### src/rtl/left_shift_pipe_if.sv
// Operation/result bus of the left-shift pipeline.
// Handshake: a transfer happens on a rising clk edge when valid and ready are
// both 1; the source holds its payload stable while valid=1 and ready=0.
interface left_shift_pipe_if #(
  parameter int TAG_W = 4
);
  logic             in_valid;
  logic             in_ready;
  logic [31:0]      in_data;
  logic [4:0]       in_shamt;
  logic             in_rot;
  logic [TAG_W-1:0] in_tag;
  logic             out_valid;
  logic             out_ready;
  logic [31:0]      out_data;
  logic             out_ovf;
  logic [TAG_W-1:0] out_tag;

  // Producer of operations / consumer of results.
  modport master (
    output in_valid, in_data, in_shamt, in_rot, in_tag, out_ready,
    input  in_ready, out_valid, out_data, out_ovf, out_tag
  );

  // The shifter itself.
  modport slave (
    input  in_valid, in_data, in_shamt, in_rot, in_tag, out_ready,
    output in_ready, out_valid, out_data, out_ovf, out_tag
  );
endinterface

### src/rtl/left_shift_pipe.sv
// 32-bit logical-left barrel shifter, one level per stage (16, 8, 4, 2, 1).
// Five register stages, 1 op/cycle, global stall: every stage advances
// together when S5 is empty or its result is taken.
// out_ovf is the sticky OR of every '1' bit pushed past bit 31.
// Optional macro LSHIFT_ROTATE_EN: in_rot=1 selects rotate-left (ovf forced 0);
// without it in_rot is ignored and no rotate bit is carried.
module left_shift_pipe #(
  parameter int TAG_W = 4
) (
  input  logic              clk,
  input  logic              n_rst,
  left_shift_pipe_if.slave  bus
);

  typedef struct packed {
    logic [31:0] data;
    logic        ovf;
  } lvl_t;

  // One shift level of width l; bits leaving the top either wrap (rotate)
  // or set the overflow flag.
  function automatic lvl_t shift_level(input logic [31:0] d, input logic ovf,
                                       input logic en, input logic rot,
                                       input int l);
    lvl_t        r;
    logic [31:0] hi;
    hi     = d >> (32 - l);
    r.data = d;
    r.ovf  = ovf;
    if (en) begin
      r.data = (d << l) | (rot ? hi : 32'd0);
      r.ovf  = ovf | ((|hi) & ~rot);
    end
    return r;
  endfunction

  logic             v1, v2, v3, v4, v5;
  logic [31:0]      d1, d2, d3, d4, d5;
  logic             o1, o2, o3, o4, o5;
  logic [TAG_W-1:0] t1, t2, t3, t4, t5;
  logic [3:0]       sh1;
  logic [2:0]       sh2;
  logic [1:0]       sh3;
  logic             sh4;
  logic             r0, r1, r2, r3, r4;
  logic             adv;
  lvl_t             n1, n2, n3, n4, n5;

  assign adv          = ~v5 | bus.out_ready;
  assign bus.in_ready = adv;

  assign bus.out_valid = v5;
  assign bus.out_data  = d5;
  assign bus.out_ovf   = o5;
  assign bus.out_tag   = t5;

  assign n1 = shift_level(bus.in_data, 1'b0, bus.in_shamt[4], r0, 16);
  assign n2 = shift_level(d1, o1, sh1[3], r1, 8);
  assign n3 = shift_level(d2, o2, sh2[2], r2, 4);
  assign n4 = shift_level(d3, o3, sh3[1], r3, 2);
  assign n5 = shift_level(d4, o4, sh4,    r4, 1);

`ifdef LSHIFT_ROTATE_EN
  assign r0 = bus.in_rot;

  // Rotate select travels with its operation through S1..S4.
  always_ff @(posedge clk or negedge n_rst) begin
    if (!n_rst) begin
      r1 <= 1'b0;
      r2 <= 1'b0;
      r3 <= 1'b0;
      r4 <= 1'b0;
    end else if (adv) begin
      r1 <= r0;
      r2 <= r1;
      r3 <= r2;
      r4 <= r3;
    end
  end
`else
  logic unused_rot;
  assign unused_rot = bus.in_rot;
  assign r0 = 1'b0;
  assign r1 = 1'b0;
  assign r2 = 1'b0;
  assign r3 = 1'b0;
  assign r4 = 1'b0;
`endif

  // Pipeline stages: all load from their predecessor on adv, otherwise hold.
  always_ff @(posedge clk or negedge n_rst) begin
    if (!n_rst) begin
      v1 <= 1'b0; v2 <= 1'b0; v3 <= 1'b0; v4 <= 1'b0; v5 <= 1'b0;
      d1 <= '0;   d2 <= '0;   d3 <= '0;   d4 <= '0;   d5 <= '0;
      o1 <= 1'b0; o2 <= 1'b0; o3 <= 1'b0; o4 <= 1'b0; o5 <= 1'b0;
      t1 <= '0;   t2 <= '0;   t3 <= '0;   t4 <= '0;   t5 <= '0;
      sh1 <= '0;  sh2 <= '0;  sh3 <= '0;  sh4 <= 1'b0;
    end else if (adv) begin
      // in_ready equals adv here, so the accept condition reduces to in_valid.
      v1  <= bus.in_valid;
      d1  <= n1.data;
      o1  <= n1.ovf;
      t1  <= bus.in_tag;
      sh1 <= bus.in_shamt[3:0];

      v2  <= v1;
      d2  <= n2.data;
      o2  <= n2.ovf;
      t2  <= t1;
      sh2 <= sh1[2:0];

      v3  <= v2;
      d3  <= n3.data;
      o3  <= n3.ovf;
      t3  <= t2;
      sh3 <= sh2[1:0];

      v4  <= v3;
      d4  <= n4.data;
      o4  <= n4.ovf;
      t4  <= t3;
      sh4 <= sh3[0];

      v5  <= v4;
      d5  <= n5.data;
      o5  <= n5.ovf;
      t5  <= t4;
    end
  end

endmodule

### src/flat_wrapper.sv
// flat-port wrapper written by rule: the top's interface ports become plain ports
module left_shift_pipe_flat 
#(
  parameter int TAG_W = 4
)
  (clk, n_rst, bus_in_valid, bus_in_data, bus_in_shamt, bus_in_rot, bus_in_tag, bus_out_ready, bus_in_ready, bus_out_valid, bus_out_data, bus_out_ovf, bus_out_tag);
  left_shift_pipe_if #(.TAG_W(TAG_W)) bus_i ();
  input  logic clk;
  input  logic n_rst;
  input wire logic [$bits(bus_i.in_valid)-1:0] bus_in_valid;
  input wire logic [$bits(bus_i.in_data)-1:0] bus_in_data;
  input wire logic [$bits(bus_i.in_shamt)-1:0] bus_in_shamt;
  input wire logic [$bits(bus_i.in_rot)-1:0] bus_in_rot;
  input wire logic [$bits(bus_i.in_tag)-1:0] bus_in_tag;
  input wire logic [$bits(bus_i.out_ready)-1:0] bus_out_ready;
  output wire logic [$bits(bus_i.in_ready)-1:0] bus_in_ready;
  output wire logic [$bits(bus_i.out_valid)-1:0] bus_out_valid;
  output wire logic [$bits(bus_i.out_data)-1:0] bus_out_data;
  output wire logic [$bits(bus_i.out_ovf)-1:0] bus_out_ovf;
  output wire logic [$bits(bus_i.out_tag)-1:0] bus_out_tag;
  assign bus_i.in_valid = bus_in_valid;
  assign bus_i.in_data = bus_in_data;
  assign bus_i.in_shamt = bus_in_shamt;
  assign bus_i.in_rot = bus_in_rot;
  assign bus_i.in_tag = bus_in_tag;
  assign bus_i.out_ready = bus_out_ready;
  assign bus_in_ready = bus_i.in_ready;
  assign bus_out_valid = bus_i.out_valid;
  assign bus_out_data = bus_i.out_data;
  assign bus_out_ovf = bus_i.out_ovf;
  assign bus_out_tag = bus_i.out_tag;
  left_shift_pipe #(.TAG_W(TAG_W)) u_core (.clk(clk), .n_rst(n_rst), .bus(bus_i));
endmodule
### config.mk
export PLATFORM = sky130hd
export DESIGN_NAME = left_shift_pipe_flat
export DESIGN_NICKNAME = d
export VERILOG_FILES = /design/src/rtl/left_shift_pipe_if.sv /design/src/rtl/left_shift_pipe.sv /design/src/flat_wrapper.sv
export SDC_FILE = /design/constraint.sdc
export NUM_CORES = 1
export LEC_CHECK = 0
export CAP_MARGIN = 25
export CORE_ASPECT_RATIO = 0.5
export CORE_UTILIZATION = 36
export DETAILED_ROUTE_END_ITERATION = 10
export GPL_ROUTABILITY_DRIVEN = 0
export GPL_TIMING_DRIVEN = 0
export HOLD_SLACK_MARGIN = 0.02
export PLACE_DENSITY = 0.66
export SLEW_MARGIN = 20
export SYNTH_ARGS = -nofsm -noshare
export SYNTH_HDL_FRONTEND = slang
export SYNTH_SLANG_ARGS = --single-unit
export TNS_END_PERCENT = 30
### constraint.sdc
create_clock -name clk -period 2.6 [get_ports clk]
set_clock_uncertainty 0.15 [all_clocks]
set_input_delay 0.39 -clock clk [delete_from_list [all_inputs] [get_ports clk]]
set_output_delay 0.39 -clock clk [all_outputs]
set_load 0.05 [all_outputs]
==> metrics.txt, run 1 <==
top cell type's share of synthesized area 56.6%; Fill cells 2286; Setup WS pre-CTS -0.346 ns; Reg clk slew, reported paths 0.08 ns; drt drc 0; Crit path buffers/inverters 5; CTS tree done; CP top delay family buffers and inverters; Worst EP arrival 1.90 ns; largest net degree at the start of global routing 102; Vias/cell 4.76; crit-path cells nor2b_4, buf_6, buf_6, inv_4, buf_6, buf_2; CP Data Required Time 2.06 ns; initial DRC count 507; top-level I/O count 85; count leader, synth nand2_1; Post-Synthesis Net Count 919; H-tree levels 4; Pwr per Cell Area 1180 nW/um^2; CP Class reg2out; Seq/Total Area, Yosys 56.6%; yosys warns 0; fraction of registers with async set/reset 100%; clock latency at the later pin of the worst-skew pair 0.44 ns; ANT nets after route 0; min-delay worst type in2reg; die area 25200 um^2; Yosys top cell by area dfrtp_1; Post-DP HPWL 15.9 mm; vias in the first global route 6284; crit path capture type primary output; Longest Clk Path Bufs 2; setup violators final 0; initial antenna violation count 0; Hold Fails Final Rpt 0; setup ws final 0.157 ns; maximum vdd drop 574 uV; Avg Synthesized Cell Area 10.1 um^2; FF+latch area 5000 um^2; dominant synthesized flop cell dfrtp_1; synthesized flop and latch total 200; crit share post-route 94.0%; core area 24100 um^2; Ant. Diodes 0; placement row count 40; crit-path max cell delay 0.38 ns; first-pass GRT wire length 34.2 mm; status completed; post-DR wirelength/cell 15.7 um; max cap viols 0; highest clock rate 0.409 GHz; clock sinks 200; synth top area cells dfrtp_1 57%, mux2i_1 15%, nand2_1 13%; Commonest cells post-synth 296 x nand2_1, 200 x dfrtp_1, 132 x o21ai_0; Post-Syn Area 8840 um^2; Die W 224 um; Final Max Tran Viols 0; CP max-delay cell dfrtp_1; RSZ-0062 raised after global routing no; Post-layout nets 1024; Fin Setup TNS 0 ns; area occupied by multi-input gates 3420 um^2; Post-synth EDFFs 0; crit path max fanout 10; Setup crit start kind register; layout cells sized above 1 8.88%; Pleak 4.95 nW; Initial Utilization 36.7%; routed wire length 20.9 mm; Synth Instances 873; GRT Total Usage 17.3%; CP dominant cell by count buf_6; Rel. slew slack 50.5%; Yosys cell types 19; total grt overflow 0; CTS Buf Count 17; Port Buffers 82; first-pass detailed-route iteration total 5; fin crit period 2.44 ns; Area Overhead vs Synth 21.4%; via count 6317; Die Y-Extent 113 um; Worst-Margin Slew 0.743 ns; CTS root buf clkbuf_16
## metal layers
layer  GRT usage [%]  up-vias  wire length [um]
met1            25.3     3059             10900
li1                -     3141                 -
met4            5.16        0               222
met3            3.14       17               722
met5               0        -                 0
met2            26.3      100              9050
## tightest hold or removal path: stages
cell and delay (ns):
buf_4 0.14, mux2i_1 0.08, o21ai_0 0.13
## cell families (layout without fill, tap and decap cells)
kind of cell | after synthesis | count (layout) | share of synthesized area, %
buffers and inverters | 64 | 182 | 4.71
multiplexers | 129 | 129 | 14.6
AND/OR/NAND/NOR | 342 | 342 | 16.3
AO/OA/AOI/OAI | 138 | 138 | 7.81
flip-flops | 200 | 200 | 56.6
## where the power goes
part           total (mW)  leakage (nW)  internal, mW  switching (mW)
combinational        4.78          2.11          1.86            2.92
sequential           5.23          2.54          4.33           0.908
clock                2.67         0.293          1.38            1.29
## per-stage QoR
step / instance area [um^2] / hold WS, ns / std cells / util (%) / power [mW]
global placement: 10100 / 0.299 / 1291 / 41.9 / 9.96
global route: 10700 / 0.189 / 1327 / 44.6 / 13.5
detailed placement: 10100 / 0.305 / 1292 / 42.0 / 10.1
floorplan: 8840 / -0.0556 / 873 / - / 8.41
CTS: 10700 / 0.168 / 1325 / 44.5 / 12.8
finish: 10700 / 0.184 / 1327 / 44.6 / 12.7
## flip-flops by register name, summed over array words and instances (netlist names), 2 cells and up
signal               cells
u_core.d2               32
u_core.d3               32
u_core.t3                4
u_core.t2                4
u_core.t4                4
u_core.d4               32
u_core.bus.out_data     32
u_core.d1               32
u_core.sh1               4
u_core.sh2               3
u_core.sh3               2
u_core.bus.out_tag       4
u_core.t1                4
## path summary, 6_finish.rpt
check	from	endpoint	slack (ns)	cells past startpoint
max	u_core.bus.out_valid$_DFFE_PN0P_	bus_in_ready	0.16	6
max in group asynchronous	n_rst	u_core.bus.out_valid$_DFFE_PN0P_	0.92	3
min reg2reg	u_core.v4$_DFFE_PN0P_	u_core.bus.out_valid$_DFFE_PN0P_	0.32	1
min	bus_in_shamt[4]	u_core.d1[17]$_DFFE_PN0P_	0.18	3
min in group asynchronous	n_rst	u_core.bus.out_data[9]$_DFFE_PN0P_	0.41	2
max reg2reg	u_core.bus.out_valid$_DFFE_PN0P_	u_core.d1[11]$_DFFE_PN0P_	0.90	7
## layout make-up
type / instances / share of cell area, %
buffer: 63 / 3.82
clock buffer: 17 / 3.96
clock inverter: 15 / 1.57
inverter: 1 / 0.0583
multi-input combinational: 609 / 31.9
sequential: 200 / 46.6
tap: 336 / 3.92
timing repair buffer: 86 / 8.14
## timing repair
action,4_1_cts,5_1_grt
hold buffers,1,0
endpoints found under the hold margin,99,0
setup buffers,0,2
resized for setup,3,2
cloned,0,0
endpoints found under the setup margin,1,1
## cells in the final DEF, fill, tap and decap left out, drive strengths merged
master         instances
inv                   13
clkinvlp               1
dfrtp                200
bufinv                 1
mux2i                129
nand3b                31
clkinv                 1
or4                    3
nor2                   5
and4                   1
nand2                296
clkdlybuf4s50         80
dlygate4sd3            1
nor4                   4
o21ai                133
nand2b                 1
buf                   46
clkbuf                39
nor2b                  1
a21oi                  5
No activity file was read; power rests on OpenSTA's default activity.
==> run 2, diff against run 1 <==
--- a/config.mk
+++ b/config.mk
@@ -5,14 +5,14 @@
 export SDC_FILE = /design/constraint.sdc
 export NUM_CORES = 1
 export LEC_CHECK = 0
-export CAP_MARGIN = 25
+export ABC_CLOCK_PERIOD_IN_PS = 2600
 export CORE_ASPECT_RATIO = 0.5
-export CORE_UTILIZATION = 36
+export CORE_UTILIZATION = 60
 export DETAILED_ROUTE_END_ITERATION = 10
 export GPL_ROUTABILITY_DRIVEN = 0
 export GPL_TIMING_DRIVEN = 0
 export HOLD_SLACK_MARGIN = 0.02
-export PLACE_DENSITY = 0.66
+export PLACE_DENSITY = 0.95
 export SLEW_MARGIN = 20
 export SYNTH_ARGS = -nofsm -noshare
 export SYNTH_HDL_FRONTEND = slang
==> metrics.txt, run 2 (synthesis results as in run 1) <==
status completed (unchanged); R2R Path End u_core.d4[12]$_DFFE_PN0P_ (was u_core.d1[11]$_DFFE_PN0P_); ANT nets after route 0 (unchanged); Post-layout nets 1024 (unchanged); Pwr per Cell Area 1210 nW/um^2 (was 1180 nW/um^2); Port Buffers 82 (unchanged); Ant. Diodes 0 (unchanged); highest clock rate 0.414 GHz (was 0.409 GHz); first-pass detailed-route iteration total 5 (unchanged); max cap viols 0 (unchanged); crit path capture type primary output (unchanged); Rel. slew slack 63.2% (was 50.5%); Setup crit start kind register (unchanged); Hold Fails Final Rpt 0 (unchanged); r2r setup slk 0.84 ns (was 0.90 ns); H-tree levels 4 (unchanged); Die Y-Extent 87.8 um (was 113 um); Area Overhead vs Synth 19.1% (was 21.4%); drt drc 0 (unchanged); CTS tree done (unchanged); Post-DP HPWL 15.0 mm (was 15.9 mm); Worst R2R Path Depth 6 (was 7); crit path max fanout 10 (unchanged); CP Data Required Time 2.06 ns (about the same); most common cell after layout, fill and taps aside nand2_1 (unchanged); Final Max Tran Viols 0 (unchanged); R2R Path Start u_core.bus.out_valid$_DFFE_PN0P_ (unchanged); Hold Path Stages 3 (unchanged); Fill cells 882 (was 2286); initial DRC count 595 (was 507); Worst Setup SP u_core.bus.out_valid$_DFFE_PN0P_ (unchanged); Worst EP arrival 1.88 ns (was 1.90 ns); largest net degree at the start of global routing 81 (was 102); CTS Buf Count 17 (unchanged); initial antenna violation count 0 (unchanged); maximum vdd drop 582 uV (was 574 uV); Initial Utilization 63.3% (was 36.7%); total grt overflow 0 (unchanged); FF+latch area 5000 um^2 (unchanged); die area 15300 um^2 (was 25200 um^2); Hold EP u_core.d1[17]$_DFFE_PN0P_ (unchanged); Worst-Margin Slew 0.547 ns (was 0.743 ns); hold wc startpoint bus_in_shamt[4] (unchanged); clock sinks 200 (unchanged); min-delay worst type in2reg (unchanged); placement row count 30 (was 40); RSZ-0062 raised after global routing no (unchanged); setup violators final 0 (unchanged); top-level I/O count 85 (unchanged); CTS root buf clkbuf_16 (unchanged); Longest Clk Path Bufs 2 (unchanged); CP Class reg2out (unchanged); layout cells sized above 1 8.59% (was 8.88%); WHS 0.190 ns (was 0.184 ns); Die W 174 um (was 224 um); Pleak 4.93 nW (was 4.95 nW); most frequent cells in the layout 296 x nand2_1, 200 x dfrtp_1, 132 x o21ai_0 (unchanged); vias in the first global route 6911 (was 6284); core area 14000 um^2 (was 24100 um^2); Vias/cell 5.85 (was 4.76); Setup WS pre-CTS -0.311 ns (was -0.346 ns); crit share post-route 93.0% (was 94.0%); setup ws final 0.182 ns (was 0.157 ns); post-DR wirelength/cell 18.4 um (was 15.7 um); Reg clk slew, reported paths 0.07 ns (was 0.08 ns); fin crit period 2.42 ns (was 2.44 ns); via count 6915 (was 6317); area occupied by multi-input gates 3420 um^2 (unchanged); first-pass GRT wire length 35.7 mm (was 34.2 mm); routed wire length 21.8 mm (was 20.9 mm); Tot Pwr 12.7 mW (about the same); clock latency at the later pin of the worst-skew pair 0.43 ns (was 0.44 ns); GRT Total Usage 30.6% (was 17.3%)
## run 2: what timing repair did
item,CTS,global route
gates resized for setup,3,2
endpoints found under the setup margin,1,1
setup buffers,0,1
endpoints found under the hold margin,53,0
hold buffers,1,0
## run 2: routing by layer
| metal | up-vias | share of wire, % | track usage [%] |
|---|---|---|---|
| li1 | 3120 | - | - |
| met1 | 3367 | 43 | 41.7 |
| met2 | 363 | 46 | 50.1 |
| met3 | 65 | 8.0 | 6.08 |
| met4 | 0 | 2.7 | 11.0 |
| met5 | - | 0 | 0 |
## run 2: final cells by class
class	count	area share, %
sequential	200	47.5
clock buffer	19	4.11
buffer	63	3.90
timing repair buffer	86	8.49
tap	192	2.28
inverter	1	0.0594
clock inverter	12	1.13
multi-input combinational	609	32.5
## run 2: how the worst max path moves through the flow
stage,to,slack (ns),cells after the start
finish,bus_in_ready,0.18,6
global route,bus_in_ready,0.10,6
CTS,bus_in_ready,0.08,7
detailed placement,bus_in_ready,-0.31,7
global placement,u_core.bus.out_data[6]$_DFFE_PN0P_,-6.60,1
floorplan,bus_in_ready,0.71,5
## run 2: through the flow
| stage | setup TNS [ns] | utilization (%) | instance area [um^2] | cells |
|---|---|---|---|---|
| after detailed placement | -0.311 | 71.4 | 9960 | 1149 |
| final | 0 | 75.4 | 10500 | 1182 |
| after floorplan | 0 | - | 8840 | 873 |
| after global routing | 0 | 75.4 | 10500 | 1182 |
| after global placement | -1315.79 | 70.9 | 9900 | 1147 |
| after CTS | 0 | 75.4 | 10500 | 1181 |
## run 2: critical path: stages, from the launching register on
cell,delay [ns]
dfrtp_1,0.40
nor2b_4,0.17
buf_6,0.14
buf_6,0.14
inv_4,0.14
buf_6,0.17
buf_2,0.27
## run 2: where the power goes
| part | total (mW) | switching [mW] | internal, mW | leakage [nW] |
|---|---|---|---|---|
| logic | 4.87 | 3.01 | 1.86 | 2.12 |
| clock network | 2.55 | 1.21 | 1.34 | 0.267 |
| registers | 5.29 | 0.963 | 4.33 | 2.54 |
==> run 3, diff against run 2 <==
--- a/config.mk
+++ b/config.mk
@@ -9,10 +9,10 @@
 export CORE_ASPECT_RATIO = 0.5
 export CORE_UTILIZATION = 60
 export DETAILED_ROUTE_END_ITERATION = 10
-export GPL_ROUTABILITY_DRIVEN = 0
 export GPL_TIMING_DRIVEN = 0
 export HOLD_SLACK_MARGIN = 0.02
 export PLACE_DENSITY = 0.95
+export SETUP_SLACK_MARGIN = 0.5
 export SLEW_MARGIN = 20
 export SYNTH_ARGS = -nofsm -noshare
 export SYNTH_HDL_FRONTEND = slang
==> metrics.txt, run 3 (synthesis results as in run 1) <==
status completed (unchanged); Tot Pwr 12.8 mW (was 12.7 mW); layout cells sized above 1 9.42% (was 8.59%); routed wire length 21.4 mm (was 21.8 mm); crit path max fanout 9 (was 10); placement row count 30 (unchanged); H-tree levels 4 (unchanged); Post-layout nets 1031 (was 1024); first-pass detailed-route iteration total 5 (unchanged); Setup WS pre-CTS -0.316 ns (was -0.311 ns); RSZ-0062 raised after global routing yes (was no); Ant. Diodes 0 (unchanged); vias in the first global route 6855 (was 6911); crit-path cells nor2b_4, buf_6, buf_8, inv_8, buf_8, buf_8 (was nor2b_4, buf_6, buf_6, inv_4, buf_6, buf_2); Worst EP arrival 1.65 ns (was 1.88 ns); initial antenna violation count 0 (unchanged); Pwr per Cell Area 1200 nW/um^2 (was 1210 nW/um^2); CTS tree done (unchanged); first-pass GRT wire length 35.5 mm (was 35.7 mm); Area Overhead vs Synth 20.4% (was 19.1%); crit path capture type primary output (unchanged); Design Area, Final 10600 um^2 (was 10500 um^2); setup ws final 0.408 ns (was 0.182 ns); CTS Buf Count 17 (unchanged); highest clock rate 0.456 GHz (was 0.414 GHz); initial DRC count 676 (was 595); CP Class reg2out (unchanged); Setup crit start kind register (unchanged); post-DR wirelength/cell 18.0 um (was 18.4 um); CTS root buf clkbuf_16 (unchanged); Worst-Margin Slew 0.647 ns (was 0.547 ns); GRT Total Usage 30.4% (was 30.6%); die area 15300 um^2 (unchanged); clock sinks 200 (unchanged); crit-path max cell delay 0.36 ns (was 0.40 ns); min-delay worst type in2reg (unchanged); drt drc 0 (unchanged); total grt overflow 0 (unchanged); CP Data Required Time 2.06 ns (about the same); clock latency at the later pin of the worst-skew pair 0.43 ns (about the same); Hold Fails Final Rpt 0 (unchanged); Reg clk slew, reported paths 0.07 ns (about the same); Pleak 5.13 nW (was 4.93 nW); Vias/cell 5.77 (was 5.85); Post-DP HPWL 15.3 mm (was 15.0 mm); Initial Utilization 63.3% (unchanged); maximum vdd drop 685 uV (was 582 uV); CP dominant cell by count buf_8 (was buf_6); Die Y-Extent 87.8 um (unchanged); core area 14000 um^2 (unchanged); Longest Clk Path Bufs 2 (unchanged); most common cell after layout, fill and taps aside nand2_1 (unchanged); via count 6864 (was 6915); Final Max Tran Viols 0 (unchanged); largest net degree at the start of global routing 76 (was 81); Crit path buffers/inverters 5 (unchanged); CP max-delay cell dfrtp_1 (unchanged); top-level I/O count 85 (unchanged); routability cong. 0.891; Die W 174 um (unchanged); crit share post-route 84.3% (was 93.0%); fin crit period 2.19 ns (was 2.42 ns); Placed Area 9960 um^2 (unchanged); ANT nets after route 0 (unchanged); most frequent cells in the layout 296 x nand2_1, 200 x dfrtp_1, 132 x o21ai_0 (unchanged); Port Buffers 82 (unchanged); Rel. slew slack 56.5% (was 63.2%); setup violators final 0 (unchanged); max cap viols 0 (unchanged); CP top delay family buffers and inverters (unchanged)
==> run 3: layout make-up <==
type                            count  area [um^2]
Sequential cell                   200         5000
Buffer                             63          418
Multi-Input combinational cell    609         3420
Clock inverter                     12          135
Inverter                            1         11.3
Timing Repair Buffer               93          960
Clock buffer                       20          457
Fill cell                         894         3320
Tap cell                          192          240
==> run 3: metrics by stage <==
stage | cells | util [%] | setup TNS [ns] | hold slack [ns]
after floorplan | 873 | - | 0 | -0.0556
after global placement | 1147 | 70.9 | -1331.65 | 0.296
final | 1190 | 76.2 | 0 | 0.271
after global routing | 1190 | 76.2 | 0 | 0.262
after CTS | 1184 | 75.8 | 0 | 0.225
after detailed placement | 1149 | 71.4 | -0.316 | 0.190
==> run 3: worst reg2reg max path, cell delays in order, from the launching register on <==
cell     delay [ns]
dfrtp_1        0.36
nor2b_4        0.25
buf_6          0.14
buf_4          0.16
buf_4          0.23
buf_4          0.22
nand2_1        0.08
o21ai_0        0.09
==> run 3: layer usage <==
metal	global-route usage, %	part of all wire [%]
met1	42.4	44
met2	48.6	46
met3	7.07	8.3
met4	9.09	1.6
met5	0	0
==> run 3: what timing repair did <==
action	CTS	global route
setup endpoints to repair	39	29
hold endpoints to repair	55	0
setup buffers	2	6
resized for setup	22	8
hold buffers	1	0
==> run 3: power by group <==
group          total, mW  internal, mW  leakage (nW)  switching (mW)
Clock               2.66          1.41         0.292            1.25
Sequential          5.27          4.33          2.54           0.941
Combinational       4.87          1.86          2.30            3.01
Total               12.8          7.60          5.13            5.20
==> run 3: final timing paths <==
| path | start | slack [ns] | cells after the start | end |
|---|---|---|---|---|
| max | u_core.bus.out_valid$_DFFE_PN0P_ | 0.41 | 6 | bus_in_ready |
| min | bus_in_shamt[4] | 0.27 | 3 | u_core.d1[17]$_DFFE_PN0P_ |
| max reg2reg | u_core.bus.out_valid$_DFFE_PN0P_ | 0.82 | 7 | u_core.bus.out_data[26]$_DFFE_PN0P_ |
| min reg2reg | u_core.t1[0]$_DFFE_PN0P_ | 0.32 | 2 | u_core.t1[0]$_DFFE_PN0P_ |
| max in group asynchronous | n_rst | 0.93 | 4 | u_core.d4[4]$_DFFE_PN0P_ |
| min in group asynchronous | n_rst | 0.32 | 2 | u_core.bus.out_tag[2]$_DFFE_PN0P_ |
